$ cat src/rtl/prog_fetch_ctrl_if.sv
// rtl/prog_fetch_ctrl_if.sv - program-memory bus and instruction-bundle handshake for prog_fetch_ctrl
//
// Groups the byte-wide program memory port (Byte_Mem style, active-low chip
// select) with the instruction bundle handed to the decoder.
//   rom_cs        : memory chip select, active low
//   rom_addr      : memory byte address
//   rom_dout      : memory read data (registered by the memory on negedge)
//   instr_valid   : bundle valid
//   instr_ready   : decoder accepts bundle
//   instr_op      : opcode byte
//   instr_b1/b2   : operand bytes, 0 when absent
//   instr_len     : byte count 1..3
//   instr_pc      : address of the opcode
//   instr_illegal : opcode outside the supported table
// master = fetch sequencer side, slave = memory/decoder side.
interface prog_fetch_ctrl_if #(
  parameter int ADDRWIDTH = 8
);
  logic                 rom_cs;
  logic [ADDRWIDTH-1:0] rom_addr;
  logic [7:0]           rom_dout;
  logic                 instr_valid;
  logic                 instr_ready;
  logic [7:0]           instr_op;
  logic [7:0]           instr_b1;
  logic [7:0]           instr_b2;
  logic [1:0]           instr_len;
  logic [ADDRWIDTH-1:0] instr_pc;
  logic                 instr_illegal;

  modport master (
    output rom_cs, rom_addr,
    input  rom_dout,
    output instr_valid,
    input  instr_ready,
    output instr_op, instr_b1, instr_b2, instr_len, instr_pc, instr_illegal
  );

  modport slave (
    input  rom_cs, rom_addr,
    output rom_dout,
    input  instr_valid,
    output instr_ready,
    input  instr_op, instr_b1, instr_b2, instr_len, instr_pc, instr_illegal
  );
endinterface

$ cat src/rtl/prog_fetch_ctrl.sv
// rtl/prog_fetch_ctrl.sv - MCU51 instruction fetch sequencer for byte-wide program memory
//
// Owns the program counter, fetches opcode plus 0..2 operand bytes one byte
// per cycle, decodes instruction length for the MOV/NOP subset and presents
// the complete instruction over a valid/ready handshake.
//   clk       : system clock (memory samples on negedge, this block on posedge)
//   rst       : synchronous reset, active high
//   run       : 1 = new byte fetches may start
//   jmp_valid : redirect pulse; jmp_addr is the new fetch address
//   bus       : memory port + instruction bundle (prog_fetch_ctrl_if.master)
// All outputs are registered.
module prog_fetch_ctrl #(
  parameter int                   ADDRWIDTH = 8,
  parameter logic [ADDRWIDTH-1:0] RESET_PC  = '0
) (
  input  logic                 clk,
  input  logic                 rst,
  input  logic                 run,
  input  logic                 jmp_valid,
  input  logic [ADDRWIDTH-1:0] jmp_addr,
  prog_fetch_ctrl_if.master    bus
);

  typedef enum logic [2:0] {IDLE, F_OP, F_B1, F_B2, VALID} state_t;

  state_t               state_q, state_d;
  logic [ADDRWIDTH-1:0] pc_q, pc_d;
  logic                 cs_q, cs_d;
  logic [ADDRWIDTH-1:0] addr_q, addr_d;
  logic                 valid_q, valid_d;
  logic [7:0]           op_q, op_d;
  logic [7:0]           b1_q, b1_d;
  logic [7:0]           b2_q, b2_d;
  logic [1:0]           len_q, len_d;
  logic [ADDRWIDTH-1:0] ipc_q, ipc_d;
  logic                 ill_q, ill_d;

  logic [1:0]           dec_len;
  logic                 dec_ill;
  logic                 fetching;

  // Returns {illegal, len}. Unsupported opcodes are treated as 1-byte so the
  // fetch stream keeps moving.
  function automatic logic [2:0] decode_len(input logic [7:0] op);
    logic [2:0] r;
    case (op) inside
      8'h00, [8'hE6:8'hEF], [8'hF6:8'hFF]:                   r = {1'b0, 2'd1};
      8'h74, [8'h76:8'h7F], 8'hE5, 8'hF5,
      [8'h86:8'h8F], [8'hA6:8'hAF]:                          r = {1'b0, 2'd2};
      8'h75, 8'h85:                                          r = {1'b0, 2'd3};
      default:                                               r = {1'b1, 2'd1};
    endcase
    return r;
  endfunction

  always_comb begin
    state_d = state_q;
    pc_d    = pc_q;
    cs_d    = cs_q;
    addr_d  = addr_q;
    valid_d = valid_q;
    op_d    = op_q;
    b1_d    = b1_q;
    b2_d    = b2_q;
    len_d   = len_q;
    ipc_d   = ipc_q;
    ill_d   = ill_q;

    {dec_ill, dec_len} = decode_len(bus.rom_dout);
    // A byte is only taken when the read was actually issued this cycle
    // (cs low) and run is still high; otherwise the fetch state just waits.
    fetching = !cs_q && run;

    if (jmp_valid) begin
      pc_d    = jmp_addr;
      addr_d  = jmp_addr;
      valid_d = 1'b0;
      state_d = run ? F_OP : IDLE;
      cs_d    = !run;
    end else begin
      case (state_q)
        IDLE: begin
          cs_d = 1'b1;
          if (run) begin
            state_d = F_OP;
            cs_d    = 1'b0;
            addr_d  = pc_q;
          end
        end
        F_OP: begin
          if (fetching) begin
            op_d   = bus.rom_dout;
            b1_d   = 8'h00;
            b2_d   = 8'h00;
            len_d  = dec_len;
            ill_d  = dec_ill;
            ipc_d  = pc_q;
            pc_d   = pc_q + 1'b1;
            addr_d = pc_q + 1'b1;
            if (dec_len == 2'd1) begin
              state_d = VALID;
              valid_d = 1'b1;
              cs_d    = 1'b1;
            end else begin
              state_d = F_B1;
              cs_d    = 1'b0;
            end
          end else begin
            cs_d = !run;
          end
        end
        F_B1: begin
          if (fetching) begin
            b1_d   = bus.rom_dout;
            pc_d   = pc_q + 1'b1;
            addr_d = pc_q + 1'b1;
            if (len_q == 2'd2) begin
              state_d = VALID;
              valid_d = 1'b1;
              cs_d    = 1'b1;
            end else begin
              state_d = F_B2;
              cs_d    = 1'b0;
            end
          end else begin
            cs_d = !run;
          end
        end
        F_B2: begin
          if (fetching) begin
            b2_d    = bus.rom_dout;
            pc_d    = pc_q + 1'b1;
            addr_d  = pc_q + 1'b1;
            state_d = VALID;
            valid_d = 1'b1;
            cs_d    = 1'b1;
          end else begin
            cs_d = !run;
          end
        end
        VALID: begin
          cs_d = 1'b1;
          if (bus.instr_ready) begin
            valid_d = 1'b0;
            addr_d  = pc_q;
            state_d = run ? F_OP : IDLE;
            cs_d    = !run;
          end
        end
        default: begin
          state_d = IDLE;
          cs_d    = 1'b1;
          valid_d = 1'b0;
        end
      endcase
    end
  end

  always_ff @(posedge clk) begin
    if (rst) begin
      state_q <= IDLE;
      pc_q    <= RESET_PC;
      cs_q    <= 1'b1;
      addr_q  <= RESET_PC;
      valid_q <= 1'b0;
      op_q    <= 8'h00;
      b1_q    <= 8'h00;
      b2_q    <= 8'h00;
      len_q   <= 2'd1;
      ipc_q   <= RESET_PC;
      ill_q   <= 1'b0;
    end else begin
      state_q <= state_d;
      pc_q    <= pc_d;
      cs_q    <= cs_d;
      addr_q  <= addr_d;
      valid_q <= valid_d;
      op_q    <= op_d;
      b1_q    <= b1_d;
      b2_q    <= b2_d;
      len_q   <= len_d;
      ipc_q   <= ipc_d;
      ill_q   <= ill_d;
    end
  end

  assign bus.rom_cs        = cs_q;
  assign bus.rom_addr      = addr_q;
  assign bus.instr_valid   = valid_q;
  assign bus.instr_op      = op_q;
  assign bus.instr_b1      = b1_q;
  assign bus.instr_b2      = b2_q;
  assign bus.instr_len     = len_q;
  assign bus.instr_pc      = ipc_q;
  assign bus.instr_illegal = ill_q;

endmodule

$ cat src/flat_wrapper.sv
// flat-port wrapper written by rule: the top's interface ports become plain ports
module prog_fetch_ctrl_flat 
#(
  parameter int                   ADDRWIDTH = 8,
  parameter logic [ADDRWIDTH-1:0] RESET_PC  = '0
)
  (clk, rst, run, jmp_valid, jmp_addr, bus_rom_cs, bus_rom_addr, bus_rom_dout, bus_instr_valid, bus_instr_ready, bus_instr_op, bus_instr_b1, bus_instr_b2, bus_instr_len, bus_instr_pc, bus_instr_illegal);
  prog_fetch_ctrl_if #(.ADDRWIDTH(ADDRWIDTH)) bus_i ();
  input  logic clk;
  input  logic rst;
  input  logic run;
  input  logic jmp_valid;
  input  logic [ADDRWIDTH-1:0] jmp_addr;
  output wire logic [$bits(bus_i.rom_cs)-1:0] bus_rom_cs;
  output wire logic [$bits(bus_i.rom_addr)-1:0] bus_rom_addr;
  input wire logic [$bits(bus_i.rom_dout)-1:0] bus_rom_dout;
  output wire logic [$bits(bus_i.instr_valid)-1:0] bus_instr_valid;
  input wire logic [$bits(bus_i.instr_ready)-1:0] bus_instr_ready;
  output wire logic [$bits(bus_i.instr_op)-1:0] bus_instr_op;
  output wire logic [$bits(bus_i.instr_b1)-1:0] bus_instr_b1;
  output wire logic [$bits(bus_i.instr_b2)-1:0] bus_instr_b2;
  output wire logic [$bits(bus_i.instr_len)-1:0] bus_instr_len;
  output wire logic [$bits(bus_i.instr_pc)-1:0] bus_instr_pc;
  output wire logic [$bits(bus_i.instr_illegal)-1:0] bus_instr_illegal;
  assign bus_rom_cs = bus_i.rom_cs;
  assign bus_rom_addr = bus_i.rom_addr;
  assign bus_i.rom_dout = bus_rom_dout;
  assign bus_instr_valid = bus_i.instr_valid;
  assign bus_i.instr_ready = bus_instr_ready;
  assign bus_instr_op = bus_i.instr_op;
  assign bus_instr_b1 = bus_i.instr_b1;
  assign bus_instr_b2 = bus_i.instr_b2;
  assign bus_instr_len = bus_i.instr_len;
  assign bus_instr_pc = bus_i.instr_pc;
  assign bus_instr_illegal = bus_i.instr_illegal;
  prog_fetch_ctrl #(.ADDRWIDTH(ADDRWIDTH), .RESET_PC(RESET_PC)) u_core (.clk(clk), .rst(rst), .run(run), .jmp_valid(jmp_valid), .jmp_addr(jmp_addr), .bus(bus_i));
endmodule
$ cat config.mk
export PLATFORM = sky130hd
export DESIGN_NAME = prog_fetch_ctrl_flat
export DESIGN_NICKNAME = d
export VERILOG_FILES = /design/src/rtl/prog_fetch_ctrl_if.sv /design/src/rtl/prog_fetch_ctrl.sv /design/src/flat_wrapper.sv
export SDC_FILE = /design/constraint.sdc
export NUM_CORES = 1
export LEC_CHECK = 0
export ABC_AREA = 1
export CORE_UTILIZATION = 25
export CTS_CLUSTER_SIZE = 14
export DETAILED_ROUTE_END_ITERATION = 6
export DONT_BUFFER_PORTS = 1
export PLACE_DENSITY_LB_ADDON = 0.15
export SLEW_MARGIN = 20
export SYNTH_ARGS = -nofsm -noshare
export SYNTH_HDL_FRONTEND = slang
export SYNTH_SLANG_ARGS = --single-unit
$ cat constraint.sdc
create_clock -name clk -period 1.4 [get_ports clk]
set_input_delay 0.07 -clock clk [delete_from_list [all_inputs] [get_ports clk]]
set_output_delay 0.07 -clock clk [all_outputs]
set_load 0.05 [all_outputs]
Word-level counts from Yosys, hierarchy flattened

Cells that the tools add are included.

Flip-flop bits (word level): 56
Input port bits: 21
Output and inout bits: 45
Logic and storage cells: 114

$add $sub $neg: 1
Magnitude comparators: 10
Eq/ne operators: 23
Multiplexer cells: 40
Bitwise gates (word level): 2
Reductions and logical operators: 27

Operators with widths:

| kind                                                               | number |
|---|---|
| two-way mux 8 bit                                                  | 8 |
| two-way mux 3 bit                                                  | 11 |
| greater-or-equal comparator 8 bit (second input constant)          | 4 |
| less-or-equal comparator 8 bit (second input constant)             | 4 |
| case mux 8 bit (2 select lines)                                    | 2 |
| equality test 8 bit (second input constant)                        | 3 |
| case mux 8 bit (3 select lines)                                    | 1 |
| equality test 8 x 7 -> 1 bit (second input constant)               | 2 |
| two-way mux 1 bit                                                  | 15 |
| case mux 3 bit (5 select lines)                                    | 1 |
| AND reduction 4 bit                                                | 3 |
| != test 2 x 1 -> 1 bit (second input constant)                     | 5 |
| case mux 1 bit (5 select lines)                                    | 2 |
| != test 3 x 2 -> 1 bit (second input constant)                     | 3 |
| adder 8 x 1 -> 8 bit (second input constant)                       | 1 |
| greater-or-equal comparator 8 x 7 -> 1 bit (second input constant) | 1 |
| less-or-equal comparator 8 x 7 -> 1 bit (second input constant)    | 1 |
| logical NOT 8 bit                                                  | 1 |
| nonzero test 2 bit                                                 | 4 |
| AND reduction 7 bit                                                | 1 |
| equality test 3 x 2 -> 1 bit (second input constant)               | 2 |
| logical AND 1 bit                                                  | 6 |
| != test 3 bit (second input constant)                              | 2 |
| OR reduction 3 bit                                                 | 2 |
| other kinds (15)                                                   | 18 |

Depth between registers and ports, before layout

Gate-level depths: netlist of run 1.

Word-level depth: 10
Mapped depth: 12
Mapped depth without buffers: 11

Worst setup path before layout of run 1

Ideal clock, no wire load.

Kind: register to register
From: register u_core.cs_q, in the netlist u_core.bus.rom_cs
To: register u_core.len_q[0], in the netlist u_core.bus.instr_len[0]
Library setup time: 135 ps
Arrival time: 1370 ps
Required time: 1265 ps
Slack: -105 ps
Stages on the path, launching flop included: 9
Path buffers: 1
Clock period less this slack: 1505 ps
Cells stage by stage: dfxtp_1 nor2_4 inv_2 nor2_4 nand2_4 clkinv_4 buf_6 nand3_1 o211ai_1

Word-level cells in the longest chain between the ends: 3

Ends and longest elaborated chain:

| what                                 | RTL line               | text |
|---|---|---|
| from (decl)                          | prog_fetch_ctrl.sv:28  | `logic cs_q, cs_d;` |
| from (signal assigned)               | prog_fetch_ctrl.sv:175 | `cs_q <= cs_d;` |
| logical NOT 1 bit                    | prog_fetch_ctrl.sv:72  | `fetching = !cs_q && run;` |
| logical AND 1 bit                    | prog_fetch_ctrl.sv:72  |  |
| AND reduction 3 bit (no source line) | n/a                    |  |
| to (signal assigned)                 | prog_fetch_ctrl.sv:181 | `len_q <= len_d;` |
| to (decl)                            | prog_fetch_ctrl.sv:34  | `logic [1:0] len_q, len_d;` |

Every way passes these cells.
A chain may end at the register's enable or synchronous reset.

Worst setup path after layout of run 1

From: register u_core.state_q[0]
To: register u_core.addr_q[4], in the netlist u_core.bus.rom_addr[4]

Word-level cells in the longest chain between the ends: 4
Elaborated cells on any way between the ends: 13
Those cells by class: eq/ne: 7; mux: 2; reduce/logical: 4

Ends and longest elaborated chain:

| what                                                                         | RTL line               | text |
|---|---|---|
| from (decl)                                                                  | prog_fetch_ctrl.sv:26  | `state_t state_q, state_d;` |
| from (signal assigned)                                                       | prog_fetch_ctrl.sv:173 | `state_q <= state_d;` |
| equality test 3 x 1 -> 1 bit or equality test 3 x 2 -> 1 bit (tied branches) | prog_fetch_ctrl.sv:81  | `case (state_q)` |
| OR reduction 3 bit (no source line)                                          | n/a                    |  |
| != test 3 x 1 -> 1 bit (no source line), or another cell as far along        | n/a                    |  |
| AND reduction 4 bit (no source line) or two-way mux 8 bit (tied branches)    | n/a                    |  |
| to (signal assigned)                                                         | prog_fetch_ctrl.sv:176 | `addr_q <= addr_d;` |
| to (decl)                                                                    | prog_fetch_ctrl.sv:29  | `logic [ADDRWIDTH-1:0] addr_q, addr_d;` |

Several ways; a longest one is shown, not always the timed one.

==> impl_metrics.env, run 1 <==
export IMPL_status="completed"
export IMPL_dr_pass1_iters=4
export IMPL_cts_root_buf="clkbuf_8"
export IMPL_rsz0062_at_grt="yes"
export IMPL_place_inst=553
export IMPL_yosysSeqAreaShare_pct=40.6
export IMPL_clk_pin_slew_worst_paths_ns=0.11
export IMPL_grt_max_degree=18
export IMPL_nFillCells=1098
export IMPL_antenna_left=0
export IMPL_switchingPower_w=0.00116
export IMPL_drt_iter0_drc=101
export IMPL_worst_path_buf_inv=4
export IMPL_skew_ns=0.0108
export IMPL_yosysMostFrequentCell="nand2_1"
export IMPL_cp_max_fo=13
export IMPL_timing_fmax_mhz=732
export IMPL_syn_avg_cell_area_um2=7.58
export IMPL_holdCritPathClass="in2reg"
export IMPL_swShare_pct=33.2
export IMPL_syn_area_um2=2760
export IMPL_register_area_um2=1140
export IMPL_drive_gt1_share_pct=34.9
export IMPL_reg2reg_from="u_core.state_q[0]"
export IMPL_synth_edf_count=0
export IMPL_clock_sinks=56
export IMPL_rrSetupSlack_ns=0.03
export IMPL_num_io_pins=66
export IMPL_htree_levels=2
export IMPL_drc=0
export IMPL_met3WireLength_um=290
export IMPL_synthTopCellsByArea="dfxtp_1 (41%), nand2_1 (9.0%), o21ai_0 (5.8%)"
export IMPL_die_area_um2=11500
export IMPL_synthMuxAreaShare_pct=0
export IMPL_layoutNonFillerInstCount=586
export IMPL_netlist_area_leader_share_pct=40.6
export IMPL_grt_pass1_wl_um=12900
export IMPL_ys_ff_latch=56
export IMPL_routabilityCongestion=0.817
export IMPL_cp_data_required_time_ns=1.63
export IMPL_wl_per_cell_um=13.7
export IMPL_die_width_um=107
export IMPL_arrival_ns=1.59
export IMPL_antenna_cells=0
export IMPL_cp_common_cell="nand2_4"
export IMPL_clkPwrFrac_pct=26.3
export IMPL_multi_input_area_um2=1510
export IMPL_synth_top_family_by_area="simple AND/OR/NAND/NOR gates"
export IMPL_fin_area_um2=3840
export IMPL_power_density_nw_per_um2=908
export IMPL_area_growth_pct=39.2
export IMPL_cts_tree="done"
export IMPL_overflow=0
export IMPL_place_area_um2=3350
export IMPL_reg2reg_to="u_core.bus.rom_addr[4]"
export IMPL_cp_depth=11
export IMPL_p_int_w=0.00233
export IMPL_yosys_top_cells_count="nand2_1 (66), dfxtp_1 (56), inv_1 (34)"
export IMPL_ys_flop_type="dfxtp_1"
export IMPL_crit_path_start="u_core.state_q[0]"
export IMPL_crit_path_end_kind="flop"
export IMPL_synth_top_cell_by_area="dfxtp_1"
export IMPL_drv_slew=0
export IMPL_synth_compound_area_share_pct=21.0
export IMPL_vias=2688
export IMPL_power_static_leakage_nw=1.67
export IMPL_period_minus_slack_ns=1.37
export IMPL_yosysUniqueCellTypes=38
export IMPL_syn_nets=386
export IMPL_wl_met2_um=3810
export IMPL_cp_top_family="simple AND/OR/NAND/NOR gates"
export IMPL_start_util_pct=26.3
export IMPL_yosys_warnings=0
export IMPL_max_stage_delay_ns=0.40
export IMPL_clk_path_buf_depth=2
export IMPL_die_h_um=107
export IMPL_critPathLaunchType="flop"
export IMPL_finalCritPeriodShare_pct=97.6
export IMPL_ir_drop_uv=391
export IMPL_synth_fa_ha_area_share_pct=0.454
export IMPL_drv_cap=0
export IMPL_reg2reg_depth=11
export IMPL_via_per_inst=4.59
export IMPL_core_um2=10500
export IMPL_nets=471
export IMPL_grt_pass1_vias=2529
export IMPL_synthArstFlopShare_pct=0
export IMPL_final_setup_viol_count=0
export IMPL_dp_hpwl_um=5810
export IMPL_routed_top_layer="met4"
export IMPL_slew_headroom_pct=45.3
export IMPL_wl_met1_um=3810
export IMPL_cp_slowest_cell="dfxtp_4"
export IMPL_numCtsBuffers=5
export IMPL_crit_chain="inv_4, nand2_4, nor2_2, nand3_1, nand2_2, inv_2, nand2_4, inv_8, o21a_1, nand2_1, inv_1"
export IMPL_synthSimpleGateAreaFrac_pct=26.5
export IMPL_worst_pin_slew_ns=0.817
export IMPL_numPortBuffers=0
export IMPL_insertion_delay_ns=0.31
export IMPL_endpoint="u_core.bus.rom_addr[4]"
export IMPL_row_count=37
export IMPL_pwr_share_comb_pct=24.3
export IMPL_finalHoldViolations=0
export IMPL_setup_worst_path_class="reg2reg"
export IMPL_syn_inst=364
export IMPL_synthXorXnorAreaFrac_pct=1.27
export IMPL_wirelength_um=8020
export IMPL_power_frac_seq_pct=49.5
export IMPL_antenna_found_initial=0
export IMPL_grt_use_total_pct=14.3
## cells by family (layout without fill, tap and decap cells)
logic type      Yosys count  in the layout
fa+ha+maj                 1              1
flops                    56             56
buf+inv                  58            144
simple gates            148            148
compound gates           97             97
xor+xnor                  4              4
## metrics by stage
stage / TNS, ns / worst slack, ns / util [%] / total power [W] / hold WS (ns)
2_1_floorplan: 0 / 0.0426 / - / 0.00230 / 0.218
4_1_cts: 0 / 0.00546 / 34.5 / 0.00346 / 0.0106
3_5_place_dp: -0.0126 / -0.0126 / 31.8 / 0.00247 / 0.149
6_report: 0 / 0.0331 / 36.6 / 0.00349 / 0.0200
5_1_grt: -0.403 / -0.0844 / 36.6 / 0.00366 / 0.0384
3_3_place_gp: -0.00593 / -0.00593 / 31.8 / 0.00248 / 0.147
## metal layers
metal / global-route usage [%] / vias up
met5: 0 / -
met4: 4.21 / 0
met3: 2.25 / 6
met2: 23.4 / 54
met1: 19.3 / 1243
li1: - / 1385
## how the worst min path moves through the flow
stage / from / to / slack [ns] / cells after the start
after global placement: rst / u_core.pc_q[5] / 0.15 / 1
after global routing: bus_rom_dout[0] / u_core.bus.instr_b2[0] / 0.04 / 3
after detailed placement: rst / u_core.bus.instr_b1[6] / 0.15 / 1
after floorplan: bus_rom_dout[5] / u_core.bus.instr_b2[5] / 0.22 / 2
after CTS: jmp_valid / u_core.pc_q[1] / 0.01 / 3
final: jmp_valid / u_core.pc_q[1] / 0.02 / 3
## placed cells by master, fill, tap and decap left out, types with 9 or more instances in the layout
master	Yosys	routed
buf_4	1	69
inv_1	34	32
nand3_1	25	19
a21oi_1	31	26
dfxtp_1	56	48
o21ai_0	32	28
nor2_4	6	10
nand2_1	66	59
nand2_4	7	9
dlygate4sd3_1	0	18
nor2_1	31	25
## worst min-delay path: stages
cell,delay [ns]
nor2_1,0.04
a21oi_1,0.11
a21oi_1,0.07
## sequential cells by signal, summed over array words and instances, names as in the netlist
register / count
u_core.bus.instr_b1: 8
u_core.bus.instr_b2: 8
u_core.bus.instr_illegal: 1
u_core.bus.instr_len: 2
u_core.bus.instr_op: 8
u_core.bus.instr_pc: 8
u_core.bus.instr_valid: 1
u_core.bus.rom_addr: 8
u_core.bus.rom_cs: 1
u_core.pc_q: 8
u_core.state_q: 3
## what timing repair did
| item | CTS | global route |
|---|---|---|
| gates resized for setup | 3 | 54 |
| hold buffers | 18 | 0 |
| pin swaps | 0 | 16 |
| endpoints found under the hold margin | 34 | 0 |
| setup endpoints to repair | 5 | 38 |
| cloned | 0 | 0 |
| buffers inserted | 0 | 7 |
## power groups by stage
stage	combinational, W	sequential, W	clock (W)
after floorplan	0.000399	0.00190	0
after global placement	0.000725	0.00175	0
after detailed placement	0.000720	0.00175	0
after CTS	0.000784	0.00172	0.000957
after global routing	0.000920	0.00174	0.00101
final	0.000846	0.00173	0.000916
## final cells by class
type,instances,area share [%]
clock inverters,1,0.228
clock buffers,7,1.99
inverters,47,5.31
repair buffers,89,19.2
multi-input cells,250,39.2
flip-flops and latches,56,29.6
well taps,136,4.43
Note: power is estimated with default switching activity, not from simulation.
==> run 2: changes to the inputs <==
Settings changed: MAX_ROUTING_LAYER set to met4.
==> run 2 against run 1 <==
Largest cell class unchanged; fmax increased by 0.40%; highest routed layer unchanged; worst hold slack got worse by 0.0034 ns; critical path depth unchanged; sequential share of layout area increased by 0.43 points; total power increased by 0.94%; first-iteration DRC count decreased by 30%.
==> impl_metrics.env, run 2 (synthesis results as in run 1) <==
export IMPL_status="completed"
export IMPL_drv_cap=0
export IMPL_holdCritPathClass="in2reg"
export IMPL_critPathLaunchType="flop"
export IMPL_grt_busiest_layer="met2"
export IMPL_insertion_delay_ns=0.31
export IMPL_overflow=0
export IMPL_antenna_left=0
export IMPL_switchingPower_w=0.00115
export IMPL_crit_chain="inv_4, nand2_4, nor2_4, nand3_2, nand2_2, inv_2, nand2_4, inv_8, o21a_1, nand2_1, inv_1"
export IMPL_nFillCells=1098
export IMPL_grt_use_met3_pct=3.10
export IMPL_multi_input_area_um2=1460
export IMPL_dp_hpwl_um=5950
export IMPL_clkPwrFrac_pct=27.3
export IMPL_setup_worst_path_class="reg2reg"
export IMPL_use_met2_pct=24.1
export IMPL_cp_common_cell="nand2_4"
export IMPL_grt_pass1_wl_um=12800
export IMPL_dr_pass1_iters=4
export IMPL_ir_drop_uv=400
export IMPL_final_cell_mix="buf_4 (68), nand2_1 (63), dfxtp_1 (47), inv_1 (33), o21ai_0 (29)"
export IMPL_cp_data_required_time_ns=1.62
export IMPL_clk_pin_slew_worst_paths_ns=0.11
export IMPL_worst_pin_slew_ns=0.714
export IMPL_grt_use_total_pct=14.6
export IMPL_antenna_cells=0
export IMPL_final_common_cell="buf_4"
export IMPL_finalCritPeriodShare_pct=97.2
export IMPL_power_static_leakage_nw=1.65
export IMPL_cp_top_family="simple AND/OR/NAND/NOR gates"
export IMPL_tns_ns=0
export IMPL_numCtsBuffers=5
export IMPL_cp_slowest_cell="dfxtp_4"
export IMPL_rsz0062_at_grt="yes"
export IMPL_finalHoldViolations=0
export IMPL_crit_path_end_kind="flop"
export IMPL_via_per_inst=4.54
export IMPL_cp_max_fo=13
export IMPL_arrival_ns=1.58
export IMPL_wl_per_cell_um=13.7
export IMPL_setup_ws_ns=0.0386
export IMPL_drive_gt1_share_pct=33.0
export IMPL_period_minus_slack_ns=1.36
export IMPL_clk_path_buf_depth=2
export IMPL_nets=470
export IMPL_clock_sinks=56
export IMPL_vias=2654
export IMPL_p_int_w=0.00237
export IMPL_drt_iter0_drc=71
export IMPL_register_area_um2=1140
export IMPL_wirelength_um=8020
export IMPL_drc=0
export IMPL_htree_levels=2
export IMPL_pwr_share_comb_pct=23.6
export IMPL_slew_headroom_pct=52.2
export IMPL_timing_fmax_mhz=735
export IMPL_area_growth_pct=37.7
export IMPL_max_stage_delay_ns=0.39
export IMPL_worst_path_buf_inv=4
export IMPL_die_width_um=107
export IMPL_power_density_nw_per_um2=927
export IMPL_skew_ns=0.00527
export IMPL_grt_pass1_vias=2571
export IMPL_dpl_worst_slack_ns=-0.0338
export IMPL_routabilityCongestion=0.861
export IMPL_swShare_pct=32.6
export IMPL_final_setup_viol_count=0
export IMPL_drv_slew=0
export IMPL_power_frac_seq_pct=49.1
export IMPL_start_util_pct=26.3
export IMPL_grt_max_degree=18
export IMPL_num_io_pins=66
export IMPL_antenna_found_initial=0
export IMPL_row_count=37
export IMPL_die_h_um=107
export IMPL_numPortBuffers=0
export IMPL_cts_root_buf="clkbuf_8"
export IMPL_die_area_um2=11500
export IMPL_globalRouteMet1Util_pct=18.2
export IMPL_core_um2=10500
export IMPL_cts_tree="done"
[run 2: power by group through the flow]
stage          registers (W)  clock network (W)  logic [W]
2_1_floorplan        0.00190                  0   0.000399
3_3_place_gp         0.00175                  0   0.000734
3_5_place_dp         0.00176                  0   0.000730
4_1_cts              0.00172            0.00103   0.000793
5_1_grt              0.00174            0.00109   0.000904
6_report             0.00173           0.000963   0.000830
[run 2: layout make-up]
| cell class | instances | area share, % |
|---|---|---|
| clock buffers | 6 | 2.17 |
| clock inverters | 2 | 0.362 |
| inverters | 47 | 5.43 |
| multi-input cells | 251 | 38.5 |
| flip-flops and latches | 56 | 30.1 |
| well taps | 136 | 4.48 |
| repair buffers | 87 | 19.0 |
[run 2: tightest hold or removal path, stage by stage]
cell	delay, ns
nand2_1	0.07
nand3_2	0.07
nand2_1	0.05
inv_1	0.04
[run 2: worst paths after layout]
| check | from | to | slack [ns] | depth (start not counted) |
|---|---|---|---|---|
| worst max-delay path | u_core.state_q[0] | u_core.bus.rom_addr[4] | 0.04 | 11 |
| worst min-delay path | jmp_addr[4] | u_core.bus.rom_addr[4] | 0.02 | 4 |
| worst max register to register | u_core.state_q[0] | u_core.bus.rom_addr[4] | 0.04 | 11 |
| worst min register to register | u_core.bus.instr_b1[4] | u_core.bus.instr_b1[4] | 0.47 | 2 |
[run 2: repair_timing]
item,CTS,global route
resized for setup,6,39
cloned,0,1
hold buffers,17,0
pin swaps,0,9
hold endpoints to repair,34,0
buffers inserted,0,3
setup endpoints to repair,7,35
[run 2: per-stage QoR]
step                instances  util [%]  cell area [um^2]  power, W  hold WS, ns
finish                    585      36.1              3800   0.00352       0.0166
global route              585      36.1              3800   0.00373       0.0153
CTS                       581      34.7              3650   0.00354      0.00294
detailed placement        556      32.1              3370   0.00249        0.146
global placement          556      32.1              3370   0.00249        0.146
floorplan                 364         -              2760   0.00230        0.218
[run 2: per-layer routing]
layer	share of wire (%)	wire [um]
met1	46	3710
met2	48	3880
met3	4.0	321
met4	1.3	104
met5	0	0
==> run 3: changes to the inputs <==
Clock period 1.4 ns to 1.3 ns, I/O delays scaled along.
==> run 3 against run 2 <==
The flow now finishes with violations (hold timing, setup timing); fmax increased by 0.95%; non-clock buffer count increased by 28; design area increased by 11%; worst setup slack got worse by 0.087 ns; total power increased by 14%; clock skew increased by 0.0020 ns; sequential share of layout area decreased by 3.0 points; die area unchanged; flip-flop and latch count unchanged; worst hold slack got worse by 0.11 ns; wire length increased by 5.4%; largest cell class unchanged; largest power group unchanged; highest routed layer unchanged.
==> impl_metrics.env, run 3 (synthesis results as in run 1) <==
export IMPL_status="finished, violations left"
export IMPL_failed_checks="hold timing, setup timing"
export IMPL_wirelength_um=8450
export IMPL_worst_pin_slew_ns=0.748
export IMPL_arrival_ns=1.52
export IMPL_vias=2808
export IMPL_htree_levels=2
export IMPL_rrSetupSlack_ns=-0.05
export IMPL_final_common_cell="buf_4"
export IMPL_die_area_um2=11500
export IMPL_dpl_worst_slack_ns=-0.0994
export IMPL_insertion_delay_ns=0.31
export IMPL_antenna_cells=0
export IMPL_clk_path_buf_depth=2
export IMPL_power_w=0.00400
export IMPL_ir_drop_uv=425
export IMPL_cp_slowest_cell="dfxtp_4"
export IMPL_cts_tree="done"
export IMPL_hold_ws_ns=-0.0976
export IMPL_power_static_leakage_nw=1.84
export IMPL_nets=498
export IMPL_finalHoldViolations=6
export IMPL_routabilityCongestion=0.864
export IMPL_area_growth_pct=53.5
export IMPL_setup_ws_ns=-0.0486
export IMPL_rsz0062_at_grt="yes"
export IMPL_nFillCells=1096
export IMPL_start_util_pct=26.3
export IMPL_drive_gt1_share_pct=41.7
export IMPL_clk_pin_slew_worst_paths_ns=0.11
export IMPL_drt_iter0_drc=111
export IMPL_skew_ns=0.00731
export IMPL_final_setup_viol_count=17
export IMPL_num_io_pins=66
export IMPL_dr_pass1_iters=4
export IMPL_max_stage_delay_ns=0.40
export IMPL_tns_ns=-0.281
export IMPL_cp_max_fo=4
export IMPL_antenna_left=0
export IMPL_wl_per_cell_um=13.8
export IMPL_die_h_um=107
export IMPL_slew_headroom_pct=50.0
export IMPL_crit_chain="ha_4, nand2_4, o21ai_0, a21oi_2, buf_4, nor3_1, a211oi_1"
export IMPL_timing_fmax_mhz=741
export IMPL_grt_use_total_pct=15.6
export IMPL_setup_worst_path_class="reg2reg"
export IMPL_drc=0
export IMPL_dp_hpwl_um=6030
export IMPL_overflow=0
export IMPL_drv_cap=0
export IMPL_holdCritPathClass="in2reg"
export IMPL_clock_sinks=56
export IMPL_final_cell_mix="buf_4 (84), nand2_1 (59), dfxtp_1 (48), inv_1 (32), a21oi_1 (25)"
export IMPL_worst_path_buf_inv=1
export IMPL_crit_path_end_kind="flop"
export IMPL_period_minus_slack_ns=1.35
export IMPL_row_count=37
export IMPL_numPortBuffers=0
export IMPL_via_per_inst=4.58
export IMPL_grt_pass1_wl_um=13700
export IMPL_grt_max_degree=22
export IMPL_core_um2=10500
export IMPL_antenna_found_initial=0
export IMPL_fin_area_um2=4240
export IMPL_cp_data_required_time_ns=1.47
export IMPL_numCtsBuffers=5
export IMPL_grt_pass1_vias=2750
export IMPL_cts_root_buf="clkbuf_8"
export IMPL_drv_slew=0
export IMPL_critPathLaunchType="flop"
export IMPL_place_area_um2=3540
export IMPL_power_density_nw_per_um2=945
export IMPL_cp_top_family="flip-flops"
export IMPL_finalCritPeriodShare_pct=104
export IMPL_die_width_um=107
run 3: cell count changes in the layout (fill, tap and decap cells not counted), moves of 4 or more:
| cell | before | now |
|---|---|---|
| buf_4 | 68 | 84 |
| buf_6 | 0 | 6 |
| nand2_1 | 63 | 59 |
| nor2_1 | 28 | 22 |
| nor2_2 | 1 | 7 |
| o21ai_0 | 29 | 12 |
| o21ai_1 | 3 | 13 |
| o21ai_2 | 6 | 13 |
run 3: worst paths after layout:
kind | depth (start not counted) | to | start
max reg2reg | 7 | u_core.pc_q[4] | u_core.pc_q[0]
min | 3 | u_core.bus.instr_valid | jmp_valid
min reg2reg | 2 | u_core.bus.instr_pc[1] | u_core.bus.instr_pc[1]
max | 7 | u_core.pc_q[4] | u_core.pc_q[0]
run 3: power breakdown:
group	switching [W]	total [W]	internal, W
Clock	0.000648	0.00109	0.000439
Combinational	0.000621	0.00105	0.000431
Sequential	0.0000711	0.00186	0.00179
run 3: routing by layer:
| metal | up-vias | track usage [%] | part of all wire, % |
|---|---|---|---|
| li1 | 1433 | - | - |
| met1 | 1315 | 20.2 | 48 |
| met2 | 50 | 25.1 | 47 |
| met3 | 10 | 2.49 | 3.1 |
| met4 | 0 | 4.79 | 1.1 |
| met5 | - | - | 0 |
run 3: per-stage QoR:
stage                     cells  hold WS [ns]  util (%)
after CTS                   606        -0.107      38.2
after global placement      573         0.136      33.7
final                       613       -0.0976      40.3
after global routing        613       -0.0865      40.3
after floorplan             364         0.213         -
after detailed placement    573         0.136      33.7
run 3: timing repair:
action / CTS / global route
gates resized for setup: 40 / 55
hold buffers: 18 / 1
endpoints found under the hold margin: 37 / 6
buffers inserted: 6 / 5
pin swaps: 9 / 19
endpoints found under the setup margin: 48 / 50
cloned: 1 / 2
run 3: area by class of cell:
cell class,instances,area [um^2],area share (%)
Clock buffer,6,82.6,1.95
Clock inverter,2,13.8,0.325
Inverter,47,231,5.47
Tap cell,136,170,4.02
Sequential cell,56,1150,27.1
Timing Repair inverter,1,8.76,0.207
Multi-Input combinational cell,250,1570,37.0
Timing Repair Buffer,115,1010,23.9
run 3: tightest hold or removal path, stage by stage:
cell,delay (ns)
nor2_1,0.02
nand2_1,0.06
nor2_1,0.04
